===== src/rtl/rob_commit_if.sv =====
// ROB dequeue handshake between the ROB FIFO head (master) and the commit stage (slave).
// rob_deq_valid  : head entry present
// rob_deq_data   : {complete, exc, has_dest, dest, result, pc}, MSB->LSB
// rob_deq_addr   : ROB id of the head entry
// rob_deq_ready  : commit stage pops the head this cycle (combinational)
interface rob_commit_if #(
    parameter int unsigned XLEN          = 32,
    parameter int unsigned ARF_ADDR_W    = 5,
    parameter int unsigned ROB_PTR_WIDTH = 3
);
    localparam int unsigned ENTRY_WIDTH = 3 + ARF_ADDR_W + 2 * XLEN;

    logic                     rob_deq_valid;
    logic [ENTRY_WIDTH-1:0]   rob_deq_data;
    logic [ROB_PTR_WIDTH-1:0] rob_deq_addr;
    logic                     rob_deq_ready;

    modport master (
        output rob_deq_valid,
        output rob_deq_data,
        output rob_deq_addr,
        input  rob_deq_ready
    );

    modport slave (
        input  rob_deq_valid,
        input  rob_deq_data,
        input  rob_deq_addr,
        output rob_deq_ready
    );
endinterface


===== src/rtl/rob_commit.sv =====
// In-order retirement stage below the ROB dequeue port. Pops a complete head,
// writes its result to the ARF and counts it; an excepting head raises a
// one-cycle flush to TRAP_VEC and blocks retirement for FLUSH_CYCLES cycles.
// Ports:
//   clk, rst_sH        : clock, synchronous active-high reset
//   rob_deq            : ROB head handshake (slave side, ready is combinational)
//   arf_we/waddr/wdata : registered ARF write port (x0 writes suppressed)
//   retire_valid/rob_id: registered retire pulse and retired ROB id
//   flush/epc/target   : registered one-cycle flush pulse, faulting PC, redirect PC
//   retired_count      : registered retired-instruction counter (wraps)
module rob_commit #(
    parameter int unsigned    XLEN          = 32,
    parameter int unsigned    ARF_ADDR_W    = 5,
    parameter int unsigned    ROB_PTR_WIDTH = 3,
    parameter int unsigned    FLUSH_CYCLES  = 4,
    parameter logic [XLEN-1:0] TRAP_VEC     = XLEN'(32'h0000_0100)
) (
    input  logic                     clk,
    input  logic                     rst_sH,
    rob_commit_if.slave              rob_deq,
    output logic                     arf_we,
    output logic [ARF_ADDR_W-1:0]    arf_waddr,
    output logic [XLEN-1:0]          arf_wdata,
    output logic                     retire_valid,
    output logic [ROB_PTR_WIDTH-1:0] retire_rob_id,
    output logic                     flush,
    output logic [XLEN-1:0]          flush_epc,
    output logic [XLEN-1:0]          flush_target,
    output logic [31:0]              retired_count
);
    localparam int unsigned ENTRY_WIDTH = 3 + ARF_ADDR_W + 2 * XLEN;
    localparam int unsigned RES_LSB     = XLEN;
    localparam int unsigned DEST_LSB    = 2 * XLEN;
    localparam int unsigned HD_BIT      = 2 * XLEN + ARF_ADDR_W;
    localparam int unsigned EXC_BIT     = HD_BIT + 1;
    localparam int unsigned CMP_BIT     = HD_BIT + 2;
    localparam int unsigned CNT_W       = $clog2(FLUSH_CYCLES + 1);

    typedef enum logic {
        ST_RUN   = 1'b0,
        ST_FLUSH = 1'b1
    } state_t;

    state_t                   state_q;
    logic [CNT_W-1:0]         drain_q;
    logic                     arf_we_q;
    logic [ARF_ADDR_W-1:0]    arf_waddr_q;
    logic [XLEN-1:0]          arf_wdata_q;
    logic                     retire_valid_q;
    logic [ROB_PTR_WIDTH-1:0] retire_rob_id_q;
    logic                     flush_q;
    logic [XLEN-1:0]          flush_epc_q;
    logic [XLEN-1:0]          flush_target_q;
    logic [31:0]              retired_count_q;

    // Head entry field decode
    logic [ENTRY_WIDTH-1:0]   ent_c;
    logic                     complete_c;
    logic                     exc_c;
    logic                     has_dest_c;
    logic [ARF_ADDR_W-1:0]    dest_c;
    logic [XLEN-1:0]          result_c;
    logic [XLEN-1:0]          pc_c;
    logic                     pop_c;

    assign ent_c      = rob_deq.rob_deq_data;
    assign complete_c = ent_c[CMP_BIT];
    assign exc_c      = ent_c[EXC_BIT];
    assign has_dest_c = ent_c[HD_BIT];
    assign dest_c     = ent_c[DEST_LSB +: ARF_ADDR_W];
    assign result_c   = ent_c[RES_LSB +: XLEN];
    assign pc_c       = ent_c[0 +: XLEN];

    // Pop only a complete head while not draining after a flush
    assign pop_c                 = (state_q == ST_RUN) && rob_deq.rob_deq_valid && complete_c;
    assign rob_deq.rob_deq_ready = pop_c;

    // Retire/flush FSM with registered outputs; pulses default low every cycle
    always_ff @(posedge clk) begin
        if (rst_sH) begin
            state_q         <= ST_RUN;
            drain_q         <= '0;
            arf_we_q        <= 1'b0;
            arf_waddr_q     <= '0;
            arf_wdata_q     <= '0;
            retire_valid_q  <= 1'b0;
            retire_rob_id_q <= '0;
            flush_q         <= 1'b0;
            flush_epc_q     <= '0;
            flush_target_q  <= '0;
            retired_count_q <= '0;
        end else begin
            arf_we_q       <= 1'b0;
            retire_valid_q <= 1'b0;
            flush_q        <= 1'b0;
            case (state_q)
                ST_RUN: begin
                    if (pop_c) begin
                        if (exc_c) begin
                            // Excepting head is consumed but neither written nor counted
                            flush_q        <= 1'b1;
                            flush_epc_q    <= pc_c;
                            flush_target_q <= TRAP_VEC;
                            state_q        <= ST_FLUSH;
                            drain_q        <= CNT_W'(FLUSH_CYCLES);
                        end else begin
                            retire_valid_q  <= 1'b1;
                            retire_rob_id_q <= rob_deq.rob_deq_addr;
                            arf_we_q        <= has_dest_c && (dest_c != '0);
                            arf_waddr_q     <= dest_c;
                            arf_wdata_q     <= result_c;
                            retired_count_q <= retired_count_q + 32'd1;
                        end
                    end
                end
                ST_FLUSH: begin
                    // Counter value 1 marks the last blocked cycle
                    if (drain_q == CNT_W'(1)) begin
                        state_q <= ST_RUN;
                        drain_q <= '0;
                    end else begin
                        drain_q <= drain_q - CNT_W'(1);
                    end
                end
                default: begin
                    state_q <= ST_RUN;
                    drain_q <= '0;
                end
            endcase
        end
    end

    assign arf_we        = arf_we_q;
    assign arf_waddr     = arf_waddr_q;
    assign arf_wdata     = arf_wdata_q;
    assign retire_valid  = retire_valid_q;
    assign retire_rob_id = retire_rob_id_q;
    assign flush         = flush_q;
    assign flush_epc     = flush_epc_q;
    assign flush_target  = flush_target_q;
    assign retired_count = retired_count_q;
endmodule


===== src/flat_wrapper.sv =====
// flat-port wrapper written by rule: the top's interface ports become plain ports
module rob_commit_flat 
#(
    parameter int unsigned    XLEN          = 32,
    parameter int unsigned    ARF_ADDR_W    = 5,
    parameter int unsigned    ROB_PTR_WIDTH = 3,
    parameter int unsigned    FLUSH_CYCLES  = 4,
    parameter logic [XLEN-1:0] TRAP_VEC     = XLEN'(32'h0000_0100)
)
  (clk, rst_sH, arf_we, arf_waddr, arf_wdata, retire_valid, retire_rob_id, flush, flush_epc, flush_target, retired_count, rob_deq_rob_deq_valid, rob_deq_rob_deq_data, rob_deq_rob_deq_addr, rob_deq_rob_deq_ready);
  rob_commit_if #(.XLEN(XLEN), .ARF_ADDR_W(ARF_ADDR_W), .ROB_PTR_WIDTH(ROB_PTR_WIDTH)) rob_deq_i ();
  input  logic clk;
  input  logic rst_sH;
  output logic arf_we;
  output logic [ARF_ADDR_W-1:0] arf_waddr;
  output logic [XLEN-1:0] arf_wdata;
  output logic retire_valid;
  output logic [ROB_PTR_WIDTH-1:0] retire_rob_id;
  output logic flush;
  output logic [XLEN-1:0] flush_epc;
  output logic [XLEN-1:0] flush_target;
  output logic [31:0] retired_count;
  input wire logic [$bits(rob_deq_i.rob_deq_valid)-1:0] rob_deq_rob_deq_valid;
  input wire logic [$bits(rob_deq_i.rob_deq_data)-1:0] rob_deq_rob_deq_data;
  input wire logic [$bits(rob_deq_i.rob_deq_addr)-1:0] rob_deq_rob_deq_addr;
  output wire logic [$bits(rob_deq_i.rob_deq_ready)-1:0] rob_deq_rob_deq_ready;
  assign rob_deq_i.rob_deq_valid = rob_deq_rob_deq_valid;
  assign rob_deq_i.rob_deq_data = rob_deq_rob_deq_data;
  assign rob_deq_i.rob_deq_addr = rob_deq_rob_deq_addr;
  assign rob_deq_rob_deq_ready = rob_deq_i.rob_deq_ready;
  rob_commit #(.XLEN(XLEN), .ARF_ADDR_W(ARF_ADDR_W), .ROB_PTR_WIDTH(ROB_PTR_WIDTH), .FLUSH_CYCLES(FLUSH_CYCLES), .TRAP_VEC(TRAP_VEC)) u_core (.clk(clk), .rst_sH(rst_sH), .rob_deq(rob_deq_i), .arf_we(arf_we), .arf_waddr(arf_waddr), .arf_wdata(arf_wdata), .retire_valid(retire_valid), .retire_rob_id(retire_rob_id), .flush(flush), .flush_epc(flush_epc), .flush_target(flush_target), .retired_count(retired_count));
endmodule

===== config.mk =====
export PLATFORM = sky130hd
export DESIGN_NAME = rob_commit_flat
export DESIGN_NICKNAME = d
export VERILOG_FILES = /design/src/rtl/rob_commit_if.sv /design/src/rtl/rob_commit.sv /design/src/flat_wrapper.sv
export SDC_FILE = /design/constraint.sdc
export NUM_CORES = 1
export LEC_CHECK = 0
export ABC_AREA = 1
export BUFFER_PORTS_ARGS = -buffer_cell sky130_fd_sc_hd__buf_2
export CAP_MARGIN = 10
export CORE_ASPECT_RATIO = 1.25
export CORE_MARGIN = 5
export CORE_UTILIZATION = 45
export CTS_CLUSTER_SIZE = 40
export DETAILED_ROUTE_END_ITERATION = 8
export HOLD_SLACK_MARGIN = 0.12
export PLACE_DENSITY = 0.88
export SETUP_SLACK_MARGIN = 0.4
export SYNTH_ARGS = -nofsm -noshare
export SYNTH_HDL_FRONTEND = slang
export SYNTH_SLANG_ARGS = --single-unit

===== constraint.sdc =====
create_clock -name clk -period 1.55 [get_ports clk]
set_input_delay 0.2325 -clock clk [delete_from_list [all_inputs] [get_ports clk]]
set_output_delay 0.2325 -clock clk [all_outputs]
set_load 0.02 [all_outputs]

Yosys cells after proc, flatten, opt, wreduce, memory -nomap -nowiden
Cells that the tools add are included.
- register bits: 112
- input bits: 78
- output and inout bits: 140
- logic and storage cells: 38
- add/sub/neg operators: 2
- eq/ne operators: 3
- multiplexer cells: 9
- bitwise gates (word level): 3
- reduce and logical (&&, ||, !) cells: 10
- operators with widths (kind ; number):
    $add A32 B1 Y32 const B ; 1
    $mux W3 ; 3
    $pmux W3 S2 ; 1
    $reduce_and A3 Y1 ; 2
    $reduce_bool A5 Y1 ; 1
    $mux W1 ; 4
    $ne A2 B2 Y1 const B ; 2
    $reduce_or A4 Y1 ; 1
    $eq A3 B1 Y1 const B ; 1
    $logic_and A1 B1 Y1 ; 3
    $not A1 Y1 ; 3
    $reduce_or A3 Y1 ; 1
    $sub A3 B1 Y3 const B ; 1
    $pmux W1 S2 ; 1
    $reduce_and A2 Y1 ; 1
    $reduce_or A2 Y1 ; 1

Depth between registers and ports, before layout
- depth in word-level cells: 5
- gate-level depth with buffers: 9
- depth with buffers taken out: 9

Worst setup path before layout
Ideal clock, no wire load.
- path type: register -> register
- start: register u_core.retired_count_q[1] (netlist: u_core.retired_count[1])
- end: register u_core.retired_count_q[12] (netlist: u_core.retired_count[12])
- setup time: 0.131 ns
- arrival time: 1.369 ns
- required time: 1.419 ns
- slack: 0.051 ns
- stages on the path, launching flop included: 8
- buffers on the path: 0
- period minus slack after synthesis: 1.499 ns
- path through: dfxtp_1 -> ha_1 -> nand3_1 -> nor2_2 -> nand2_4 -> nor2_4 -> nand2_1 -> nor3b_2
- cells in the longest elaborated chain, start to end: 1
- ends and longest elaborated chain (what ; line ; source):
    from (decl) ; rob_commit.sv:54 ; logic [31:0] retired_count_q;
    from (signal assigned) ; rob_commit.sv:112 ; retired_count_q <= retired_count_q + 32'd1;
    $add A32 B1 Y32 ; rob_commit.sv:112 ;
No other way between the ends.
A chain may end at the register's enable or synchronous reset.

Worst setup path after layout
- start: register u_core.state_q
- end: register u_core.retired_count_q[18] (netlist: u_core.retired_count[18])
- cells in the longest elaborated chain, start to end: 4
- ends and longest elaborated chain (what ; line ; source):
    from (decl) ; rob_commit.sv:44 ; state_t state_q;
    from (signal assigned) ; rob_commit.sv:81 ; state_q <= ST_RUN;
    from (signal assigned) ; rob_commit.sv:104 ; state_q <= ST_FLUSH;
    from (signal assigned) ; rob_commit.sv:119 ; state_q <= ST_RUN;
    $not A1 Y1 (no line) * ; - ;
    $logic_and A1 B1 Y1 (2 in a row) ; rob_commit.sv:75 ; assign pop_c = (state_q == ST_RUN) && rob_deq.rob_deq_valid && complete_c;
    $reduce_and A3 Y1 (no line) * ; - ;
Mark *: on every way between the ends. The rest lies on a longest branch, timed or not.

==> results.tsv <==
stage	metric	value	unit
clocking	sinks on the clock net	112	
critical_path	crit path capture type	register	
synthesis	#FFs+latches synth	112	
layout	most used cells in the layout excluding fill and tap cells	nor2_1, buf_2, nand2_1	
route	DRC violation count after routing	0	
min_path	path class of the lowest-slack min-delay path	input pin to register	
floorplan	CORE AREA	10600	sq um
placed_design	cell area after placement	5890	sq um
floorplan	number of top-level design ports	218	
synthesis	portion of the post-synthesis area used by sequential elements	0.464	
layout	Nets	1026	
pwr	static leakage	3.68	nW
synthesis	post-synthesis cell area	4830	sq um
layout	synth-to-layout area growth	67.3	%
layout	final cell count without fillers	1082	
timing	RSZ-0062 raised after global routing	yes	
critical_path	crit path DAT	1800	ps
route	wire length reported by the detailed router	19900	um
floorplan	Die Ht	126	um
layout	number of inserted filler cells in the final layout	660	
floorplan	Die Outline Area	12900	sq um
grt	number of global-route vias before repair	5139	
floorplan	effective utilization at floorplan	0.457	
placed_design	total instance count after detailed placement	970	
pwr	Cell Pwr Density	806	nW/um^2
run_status	run status	complete, no violations	
grt	maximum number of pins on one net before global-route repair	52	
layout	most common library cell in the layout ignoring fill and taps	nor2_1	
layout	area used by sequential logic in the layout	2330	sq um
timing	post-layout min period	1530	ps
critical_path	worst path required time	1820	ps
grt	initial antenna violation count	0	
placed_design	half-perimeter wire length after placement	9630	um
critical_path	depth of the most critical reg-to-reg path	10	
clocking	CTS Buf Count	9	
clocking	Clock Path Buffers	2	
timing	final setup violating endpoints	0	
timing	highest attainable clock frequency	0.653	GHz
timing	final clock skew	13.0	ps
clocking	number of levels in the clock H-tree	3	
clocking	clock insertion delay at the later pin of the skew report	350	ps
run	number of max-cap violations	0	
grt	met3 track utilization from global routing	0.0653	
placed_design	count of port buffers added during placement	186	
layout	final instance area	8080	sq um
route	vias per inst	5.28	
route	Wirelength per Cell	18.4	um
timing	Final TNS setup	0	ps
layout	n_diodes	0	
timing	max-slew violation total from the final report	0	
synthesis	gate count after technology mapping	669	
pwr	worst IR drop on VDD	0.637	mV
clocking	clock tree from TritonCTS	done	
route	total vias in the final route	5709	
synthesis	Cell variety after synth	31	
clocking	clock root buffer	clkbuf_16	
layout	area used by multi-input combinational logic	2770	sq um
timing	final hold slack	116	ps
grt	busiest layer in global routing	met2	
critical_path	Worst Setup Start Kind	register	
floorplan	Die X	103	um
grt	GRT Residual Overflow	0	
synthesis	mean area per synthesized cell	7.22	sq um
timing	Worst slew margin	0.440	
critical_path	Max Fanout on Critical Path	6	
grt	aggregate global-route resource usage	0.236	
route	number of detailed-routing iterations run before antenna repair	4	
grt	GR Layer Usage met1	0.258	
route	antenna-violating nets left	0	
grt	first-pass GRT wire length	24500	um
critical_path	critical path class	register to register	
timing	number of failing hold endpoints at the final stage	0	
min_path	cell depth of the worst hold path	3	
route	number of DRC markers in iteration 0	240	
placed_design	gpl congestion	0.846	
clocking	clock-pin slew on the worst setup and hold paths	80	ps
timing	pin slew with the least headroom to its limit	840	ps
layout	fraction of layout cells with a size suffix above 1	0.481	
grt	met2 layer usage reported by global route	0.419	
synthesis	Warnings, synthesis	0	
floorplan	number of cell rows	42	
timing	post-route fraction of the period consumed by the critical path	0.988	
cell usage after synthesis, drive strengths merged:
library cell | instances | area [sq um]
clkbuf | 14 | 52.6
o22ai | 1 | 6.26
nor2 | 223 | 926
o21bai | 1 | 7.51
nor3 | 3 | 15.0
conb | 1 | 3.75
inv | 41 | 154
nor3b | 1 | 12.5
ha | 3 | 37.5
buf | 44 | 303
o21ai | 81 | 405
nand3 | 25 | 143
o21a | 2 | 15.0
nand2 | 90 | 358
xor2 | 2 | 17.5
nand4 | 4 | 25.0
a21oi | 19 | 95.1
and2 | 1 | 6.26
nor4 | 1 | 6.26
dfxtp | 112 | 2240
metrics by stage:
stage / utilization / total power, mW / setup slack (ps)
after floorplan: - / 3.59 / 262
after global placement: 0.558 / 3.79 / 141
after detailed placement: 0.558 / 3.81 / 117
after CTS: 0.671 / 6.19 / 173
after global routing: 0.765 / 6.72 / -49.5
final: 0.765 / 6.51 / 18.2
path summary, 6_finish.rpt:
check,from,to,slack (ps)
setup / recovery,u_core.state_q,u_core.retired_count[18],20
hold / removal,rob_deq_rob_deq_data[43],u_core.arf_wdata[11],120
setup reg to reg,u_core.state_q,u_core.retired_count[18],20
hold reg to reg,u_core.retired_count[4],u_core.retired_count[4],470
report_power, final:
part           switching, mW  internal (mW)  total [mW]
Sequential            0.0810           2.96        3.04
Combinational          0.677          0.513        1.19
Clock                   1.16           1.12        2.28
timing repair:
action | 4_1_cts | 5_1_grt
hold buffers | 28 | 2
resized for setup | 81 | 215
buffers inserted | 29 | 20
cloned | 6 | 11
hold endpoints to repair | 28 | 2
pin swaps | 50 | 77
setup endpoints to repair | 115 | 140
cell type report:
| cell class | count | area share |
|---|---|---|
| clock inverters | 6 | 0.00650 |
| clock buffers | 10 | 0.0283 |
| repair inverters | 1 | 0.00108 |
| multi-input cells | 489 | 0.343 |
| well taps | 132 | 0.0204 |
| flip-flops and latches | 112 | 0.288 |
| repair buffers | 291 | 0.292 |
| inverters | 41 | 0.0203 |
worst max-delay path, cell delays in order (launching register included):
cell and delay (ps):
dfxtp_4 360, inv_4 70, nand3_4 100, nor2_8 170, buf_12 150, nand2_8 80, nor2_4 200, nand2_1 80
nand2_1 70, nand2_1 60, nor2_1 120
state kept, by name (all words and copies together) (netlist names):
name / count
u_core.flush: 1
u_core.flush_target: 1
u_core.state_q: 1
u_core.arf_waddr: 5
u_core.arf_wdata: 32
u_core.retire_rob_id: 3
u_core.retire_valid: 1
u_core.flush_epc: 32
u_core.retired_count: 32
u_core.drain_q: 3
u_core.arf_we: 1
layer usage:
metal  vias up  routed length [um]
li1       2611                   -
met1      2707                6600
met2       320               10800
met3        71                1590
met4         0                 869
met5         -                   0
kinds of logic after synthesis:
logic type      Yosys count  share of synthesized area
other cells               1                   0.000776
buf+inv                  99                      0.105
compound gates          104                      0.110
simple gates            348                      0.309
fa+ha+maj                 3                    0.00777
xor+xnor                  2                    0.00363
flops                   112                      0.464
(Power assumes the default switching activity.)
